[config.mk]
export PLATFORM = sky130hd
export DESIGN_NAME = counter_monitor
export DESIGN_NICKNAME = d
export VERILOG_FILES = /design/src/rtl/counter_monitor.sv
export SDC_FILE = /design/constraint.sdc
export NUM_CORES = 1
export LEC_CHECK = 0
export BUFFER_PORTS_ARGS = -buffer_cell sky130_fd_sc_hd__buf_2
export CORE_UTILIZATION = 35
export DETAILED_ROUTE_END_ITERATION = 10
export GPL_ROUTABILITY_DRIVEN = 0
export PLACE_DENSITY_LB_ADDON = 0.2
export SLEW_MARGIN = 10
export SYNTH_ARGS = -nofsm -noshare
export SYNTH_HDL_FRONTEND = slang
export SYNTH_SLANG_ARGS = --single-unit
[constraint.sdc]
create_clock -name clk -period 2.59 [get_ports clk]
set_input_delay 0.1295 -clock clk [delete_from_list [all_inputs] [get_ports clk]]
set_output_delay 0.1295 -clock clk [all_outputs]
set_load 0.005 [all_outputs]
[src/rtl/counter_monitor.sv]
`default_nettype none
// ============================================================================
// counter_monitor : passive step checker for an up/down modulo-2^WIDTH counter
// Revision 1.0
// ============================================================================
module counter_monitor #(
   parameter int WIDTH  = 4,
   parameter int LOCK_N = 3,
   parameter int ECNT_W = 8
) (
   input  logic              clk,
   input  logic              rst,
   input  logic              mod,
   input  logic [WIDTH-1:0]  count,
   output logic              locked,
   output logic              err,
   output logic              wrap,
   output logic [ECNT_W-1:0] err_cnt,
   output logic [ECNT_W-1:0] wrap_cnt
);

   typedef enum logic [1:0] {
      UNLOCKED = 2'd0,
      LOCKED   = 2'd1,
      FAULT    = 2'd2
   } state_t;

   localparam logic [WIDTH-1:0] MAX_COUNT = '1;
   localparam logic [3:0]       LOCK_TGT  = 4'(LOCK_N);

   state_t           state, state_n;
   logic [WIDTH-1:0] prev_count;
   logic             prev_mod;
   logic             have_prev;
   logic [3:0]       run, run_n;
   logic             err_n, wrap_n;

   logic [WIDTH-1:0] exp_count;
   logic             mode_chg, correct, is_wrap;

   always_comb begin
      exp_count = prev_mod ? (prev_count + WIDTH'(1)) : (prev_count - WIDTH'(1));
      mode_chg  = have_prev && (mod != prev_mod);
      correct   = have_prev && !mode_chg && (count == exp_count);
      is_wrap   = prev_mod ? ((prev_count == MAX_COUNT) && (count == '0))
                           : ((prev_count == '0) && (count == MAX_COUNT));
   end

   always_comb begin
      state_n = state;
      run_n   = run;
      err_n   = 1'b0;
      wrap_n  = 1'b0;
      // The first sample after reset only primes prev_count/prev_mod.
      if (have_prev) begin
         case (state)
            UNLOCKED: begin
               if (correct) begin
                  run_n = run + 4'd1;
                  if (run_n >= LOCK_TGT) state_n = LOCKED;
               end else begin
                  run_n = 4'd0;
               end
            end
            LOCKED: begin
               if (mode_chg) begin
                  state_n = UNLOCKED;
                  run_n   = 4'd0;
               end else if (correct) begin
                  wrap_n = is_wrap;
               end else begin
                  state_n = FAULT;
                  run_n   = 4'd0;
                  err_n   = 1'b1;
               end
            end
            FAULT: begin
               state_n = UNLOCKED;
               run_n   = correct ? 4'd1 : 4'd0;
            end
            default: begin
               state_n = UNLOCKED;
               run_n   = 4'd0;
            end
         endcase
      end
   end

   always_ff @(posedge clk or negedge rst) begin
      if (!rst) begin
         state      <= UNLOCKED;
         run        <= 4'd0;
         have_prev  <= 1'b0;
         prev_count <= '0;
         prev_mod   <= 1'b0;
         err        <= 1'b0;
         wrap       <= 1'b0;
         err_cnt    <= '0;
         wrap_cnt   <= '0;
      end else begin
         state      <= state_n;
         run        <= run_n;
         have_prev  <= 1'b1;
         prev_count <= count;
         prev_mod   <= mod;
         err        <= err_n;
         wrap       <= wrap_n;
         if (err_n && (err_cnt != '1))   err_cnt  <= err_cnt + ECNT_W'(1);
         if (wrap_n && (wrap_cnt != '1)) wrap_cnt <= wrap_cnt + ECNT_W'(1);
      end
   end

   assign locked = (state == LOCKED);

endmodule
`default_nettype wire

Word-level counts from Yosys, hierarchy flattened
Index checks and enable logic that the tools add are counted.
{ "totals": {"wordCells": 59, "reg_bits": 30, "input_bits": 7, "output_inout_bits": 19} }
{ "op_classes": {"reduce_logical": 13, "n_lt_le_gt_ge": 1, "n_addsub": 5, "n_eq_ne": 11, "mux": 20} }
{ "op_table": {"columns": ["cell", "n"], "rows": [
  ["adder 8 x 1 -> 8 bit (second input constant)", 2],
  ["2-to-1 mux 4 bit", 4],
  ["inequality test 8 bit (second input constant)", 2],
  ["one-hot mux 4 bit (3 select lines)", 1],
  ["2-to-1 mux 1 bit", 10],
  ["adder 4 x 1 -> 4 bit (second input constant)", 2],
  ["== test 4 bit (second input constant)", 2],
  ["logical NOT 4 bit", 2],
  ["2-to-1 mux 2 bit", 4],
  ["logical AND 1 bit", 7],
  ["== test 4 bit", 1],
  ["greater-or-equal comparator 4 x 2 -> 1 bit (second input constant)", 1],
  ["inequality test 2 bit (second input constant)", 2],
  ["one-hot mux 2 bit (2 select lines)", 1],
  ["AND reduction 4 bit", 1],
  ["subtractor 4 x 1 -> 4 bit (second input constant)", 1],
  ["inequality test 3 bit (second input constant)", 1],
  ["== test 2 x 1 -> 1 bit (second input constant)", 1],
  ["== test 2 bit (second input constant)", 1],
  ["logical NOT 2 bit", 1],
  ["AND reduction 2 bit", 1],
  ["logical NOT 1 bit", 1],
  ["inequality test 1 bit", 1]
]} }

Depth between registers and ports, before layout
{ "logic_depth": {"ltp_word": 10, "ltp_mapped": 8, "depth_no_buf": 7} }

Worst setup path after synthesis
Ideal clock, no wire load.
{ "synth_timing": {"path_kind": "reg2reg", "from": "reg prev_mod", "to": "reg wrap_cnt[1]", "n_path_buf": 0, "synth_period_minus_slack_ps": 2341, "setup_slack_ps": 249, "arrival_time_ps": 2216, "path_stages_with_launch": 8, "required_ps": 2465, "setup_time_ps": 125, "path_cell_list": "dfrtp_1 inv_1 fa_1 xnor2_1 nand4_1 nor4b_4 nand3_2 mux2_4"} }
{ "synth_via": {"elab_chain_len": 10, "elab_cells_between_ends": 13, "cone_classes": "eq/ne: 2; mux: 6; reduce/logical: 5"} }
{ "synth_lines": {"columns": ["element", "line_no", "rtl"], "rows": [
  ["start, declared", "33", "logic prev_mod;"],
  ["start signal, assigned", "105", "prev_mod <= mod;"],
  ["inequality test 1 bit", "43", "mode_chg = have_prev && (mod != prev_mod);"],
  ["logical AND 1 bit", "43", null],
  ["logical NOT 1 bit", "44", "correct = have_prev && !mode_chg && (count == exp_count);"],
  ["logical AND 1 bit (2 in series)", "44", null],
  ["2-to-1 mux 1 bit", "69", "end else if (correct) begin"],
  ["2-to-1 mux 1 bit (*)", "66", "if (mode_chg) begin"],
  ["2-to-1 mux 1 bit (*)", "56", "case (state)"],
  ["2-to-1 mux 1 bit (*)", "55", "if (have_prev) begin"],
  ["logical AND 1 bit (*)", "109", "if (wrap_n && (wrap_cnt != '1)) wrap_cnt <= wrap_cnt + ECNT_W'(1);"],
  ["end signal, assigned", "109", null],
  ["end, declared", "19", "output logic [ECNT_W-1:0] wrap_cnt"]
]} }
Every way passes the cells marked *; elsewhere a longest branch is shown, timed or not.
A chain may end at the register's enable or synchronous reset.

Worst setup path after layout
{ "layout_timing": {"from": "reg prev_count[0]", "to": "reg err_cnt[6]"} }
{ "layout_via": {"elab_chain_len": 9, "elab_cells_between_ends": 10, "cone_classes": "add/sub: 2; eq/ne: 1; mux: 5; reduce/logical: 2"} }
{ "layout_lines": {"columns": ["element", "line_no", "rtl"], "rows": [
  ["start, declared", "32", "logic [WIDTH-1:0] prev_count;"],
  ["start signal, assigned", "104", "prev_count <= count;"],
  ["subtractor 4 x 1 -> 4 bit or adder 4 x 1 -> 4 bit (tied branches)", "42", "exp_count = prev_mod ? (prev_count + WIDTH'(1)) : (prev_count - WIDTH'(1));"],
  ["2-to-1 mux 4 bit (*)", "42", null],
  ["== test 4 bit (*)", "44", null],
  ["logical AND 1 bit (*)", "44", null],
  ["2-to-1 mux 1 bit (*)", "69", null],
  ["2-to-1 mux 1 bit (*)", "66", null],
  ["2-to-1 mux 1 bit (*)", "56", null],
  ["2-to-1 mux 1 bit (*)", "55", null],
  ["logical AND 1 bit (*)", "108", "if (err_n && (err_cnt != '1)) err_cnt <= err_cnt + ECNT_W'(1);"],
  ["end signal, assigned", "108", null],
  ["end, declared", "18", "output logic [ECNT_W-1:0] err_cnt,"]
]} }
Marked as above.

==> flow_summary.toml <==
[run_status]
status = "complete, no violations"

[global_route]
grt-busiest-layer = "met2"
grt.met2_usage_pct = 26.3
grtUsageTotal_pct = 16.0
grt_antenna_before_repair = 0
use_met1_pct = 19.9
overflow = 0
grt_pass1_vias = 1329
met3_usage_pct = 4.13
grt_max_degree = 31
grt_pass1_wl_mm = 6.24

[final_layout]
areaGrowthSynthToFinish_pct = 21.1
post-route-cell-area_mm2 = 0.00200
drive_gt1_share_pct = 24.2
fillers = 426
diodes = 0
final_nets = 203
layout_commonest_cell = "dfrtp_1"
final_cell_mix = "dfrtp_1 (30), buf_2 (25), nand4_1 (9)"
multi_input_area_um2 = 870
regArea_um2 = 751

[clock_tree]
cts_buffers = 5
clkLatencyLatePin_ns = 0.28
clk_path_buf_depth = 2
cts-htree-levels = 2
cts_resized = 0
path_clk_slew_ns = 0.06
ctsRootBufferMaster = "clkbuf_8"
cts_tree = "done"
cts_setup_buffers = 0
clkSinkCount = 30
cts_hold_buffers = 3

[die]
initial_utilization_pct = 37.2
rows = 24
ioPinCount = 26
die_w_um = 70.8
core_area_mm2 = 0.00444
die_h_um = 70.8
dieArea_mm2 = 0.00501

[placed_design]
placed_area_mm2 = 0.00186
hpwl_mm = 2.62
io_buffers = 25
place_ws_ns = 0.108

[synth]
ys_warn_count = 0
synth-edff-count = 0
async_flop_share_pct = 100
ys_types = 48
netlist_area_mm2 = 0.00166
synthCells = 153
ys_seq_elements = 30
avgSynthCellArea_um2 = 10.8
ys_seq_area_share_pct = 45.4
syn-num-nets = 167
synthFlopType = "dfrtp_1"

[detailed_routing]
drtPass1Iterations = 4
avgRoutedWirePerCell_um = 14.9
vias = 1324
drc = 0
wirelength_mm = 3.61
ant_nets = 0
drt_iter0_markers = 60
drt-vias-per-instance = 5.47

[sta]
max_freq_mhz = 402
drv_slew = 0
period_share_pct = 95.9
fin_ws_ns = 0.105
worstMarginPinSlew_ns = 0.653
hold_viol_final = 0
relSlewSlack_pct = 56.5
setup_viol = 0
rsz0062_at_grt = "false"
clock_skew_ns = 0.00576
tns_ns = 0
fin_crit_ns = 2.49

[worst_hold_path]
hold_start = "count[2]"
hold_path.class = "input pin to register"
holdPathEnd = "prev_count[2]"
min_path_cells = 1

[flow_run]
cap_violations = 0

[worst_setup_path]
start_kind = "register"
worstSetupPathType = "register to register"
reg2reg_to = "err_cnt[6]"
reg2reg_from = "prev_count[0]"
crit_fanout = 6
r2r_cells = 6
crit_required_ns = 2.75
reg2reg_slack_ns = 0.10
cp.arrival_ns = 2.65
cp-end-kind = "register"

[power]
ir_drop_uv = 247
p_per_area_mw_per_mm2 = 504
p_clk_share_pct = 43.6
internal_power_uw = 780
power_frac_comb_pct = 8.7
switching_share_pct = 22.8
p_sw_uw = 230
p_seq_share_pct = 47.7
p_leak_uw = 0.000989
==> critical path: stages, from the launching register on <==
cell	delay [ns]
dfrtp_1	0.45
fa_1	0.58
xnor2_1	0.12
nand4_1	0.19
or4b_1	0.69
a41oi_1	0.27
a21oi_1	0.06
==> power by group through the flow <==
stage | clock [uW] | combinational [uW] | sequential, uW
final | 440 | 88.1 | 482
after global routing | 467 | 98.3 | 483
after CTS | 452 | 89.2 | 482
after detailed placement | 0 | 85.4 | 490
after global placement | 0 | 84.0 | 490
after floorplan | 0 | 54.1 | 489
==> area by class of cell <==
type | count | area share [%]
clock buffers | 8 | 5.49
inverters | 5 | 0.936
multi-input cells | 116 | 43.4
flip-flops and latches | 30 | 37.5
well taps | 52 | 3.25
repair buffers | 31 | 9.49
==> through the flow <==
| stage | power, uW | instances | hold WS [ns] | util (%) |
|---|---|---|---|---|
| 6_report | 1010 | 242 | 0.0118 | 45.1 |
| 5_1_grt | 1050 | 242 | 0.0131 | 45.1 |
| 4_1_cts | 1020 | 242 | 0.00556 | 45.1 |
| 3_5_place_dp | 576 | 231 | 0.214 | 41.9 |
| 3_3_place_gp | 574 | 231 | 0.207 | 41.9 |
| 2_1_floorplan | 543 | 153 | -0.166 | - |
==> how the worst max path moves through the flow <==
stage | start | endpoint | slack [ns]
2_1_floorplan | prev_mod | wrap_cnt[1] | 0.25
3_3_place_gp | prev_count[0] | err_cnt[6] | 0.19
3_5_place_dp | prev_count[0] | err_cnt[6] | 0.11
4_1_cts | prev_count[0] | err_cnt[6] | 0.1
5_1_grt | prev_count[0] | err_cnt[6] | 0.006
6_report | prev_count[0] | err_cnt[6] | 0.10
==> routing by layer <==
metal	vias up	wire length [um]
met1	655	1700
met5	-	0
li1	641	-
met4	0	60
met3	6	127
met2	22	1720
==> kinds of logic after synthesis <==
group / after synthesis / synth area share, %
AOI/OAI and AO/OA: 26 / 10.7
xor gates and xnor gates: 17 / 10.3
adders and majority gates: 7 / 5.74
buffers and inverters: 7 / 2.12
DFF: 30 / 45.4
muxes: 2 / 1.59
other: 1 / 0.227
and+or+nand+nor: 63 / 24.0
==> synthesized netlist by cell type (all sizes together) (2+ instances only) <==
cell	number	share of area, %
o21ai	4	1.2
nand4	9	3.4
mux2	2	1.6
nor3b	2	0.91
a41oi	2	1.1
nand3	9	3.0
xor2	8	4.2
a21oi	7	2.1
xnor2	8	4.7
dfrtp	30	45
nor4b	4	3.4
and3	3	1.2
a22o	3	1.6
ha	6	4.5
and2	6	2.3
buf	2	0.98
nor4	2	0.76
nor3	7	2.1
inv	5	1.1
o2bb2ai	2	1.1
a31oi	2	0.76
nor2	5	1.1
and3b	2	1.1
nand2	8	1.8
==> sequential cells by signal (all words and copies together), names as in the netlist <==
register / count
run: 4
wrap_cnt: 8
err_cnt: 8
wrap: 1
prev_count: 4
prev_mod: 1
err: 1
state: 2
have_prev: 1
(Power assumes the default switching activity.)
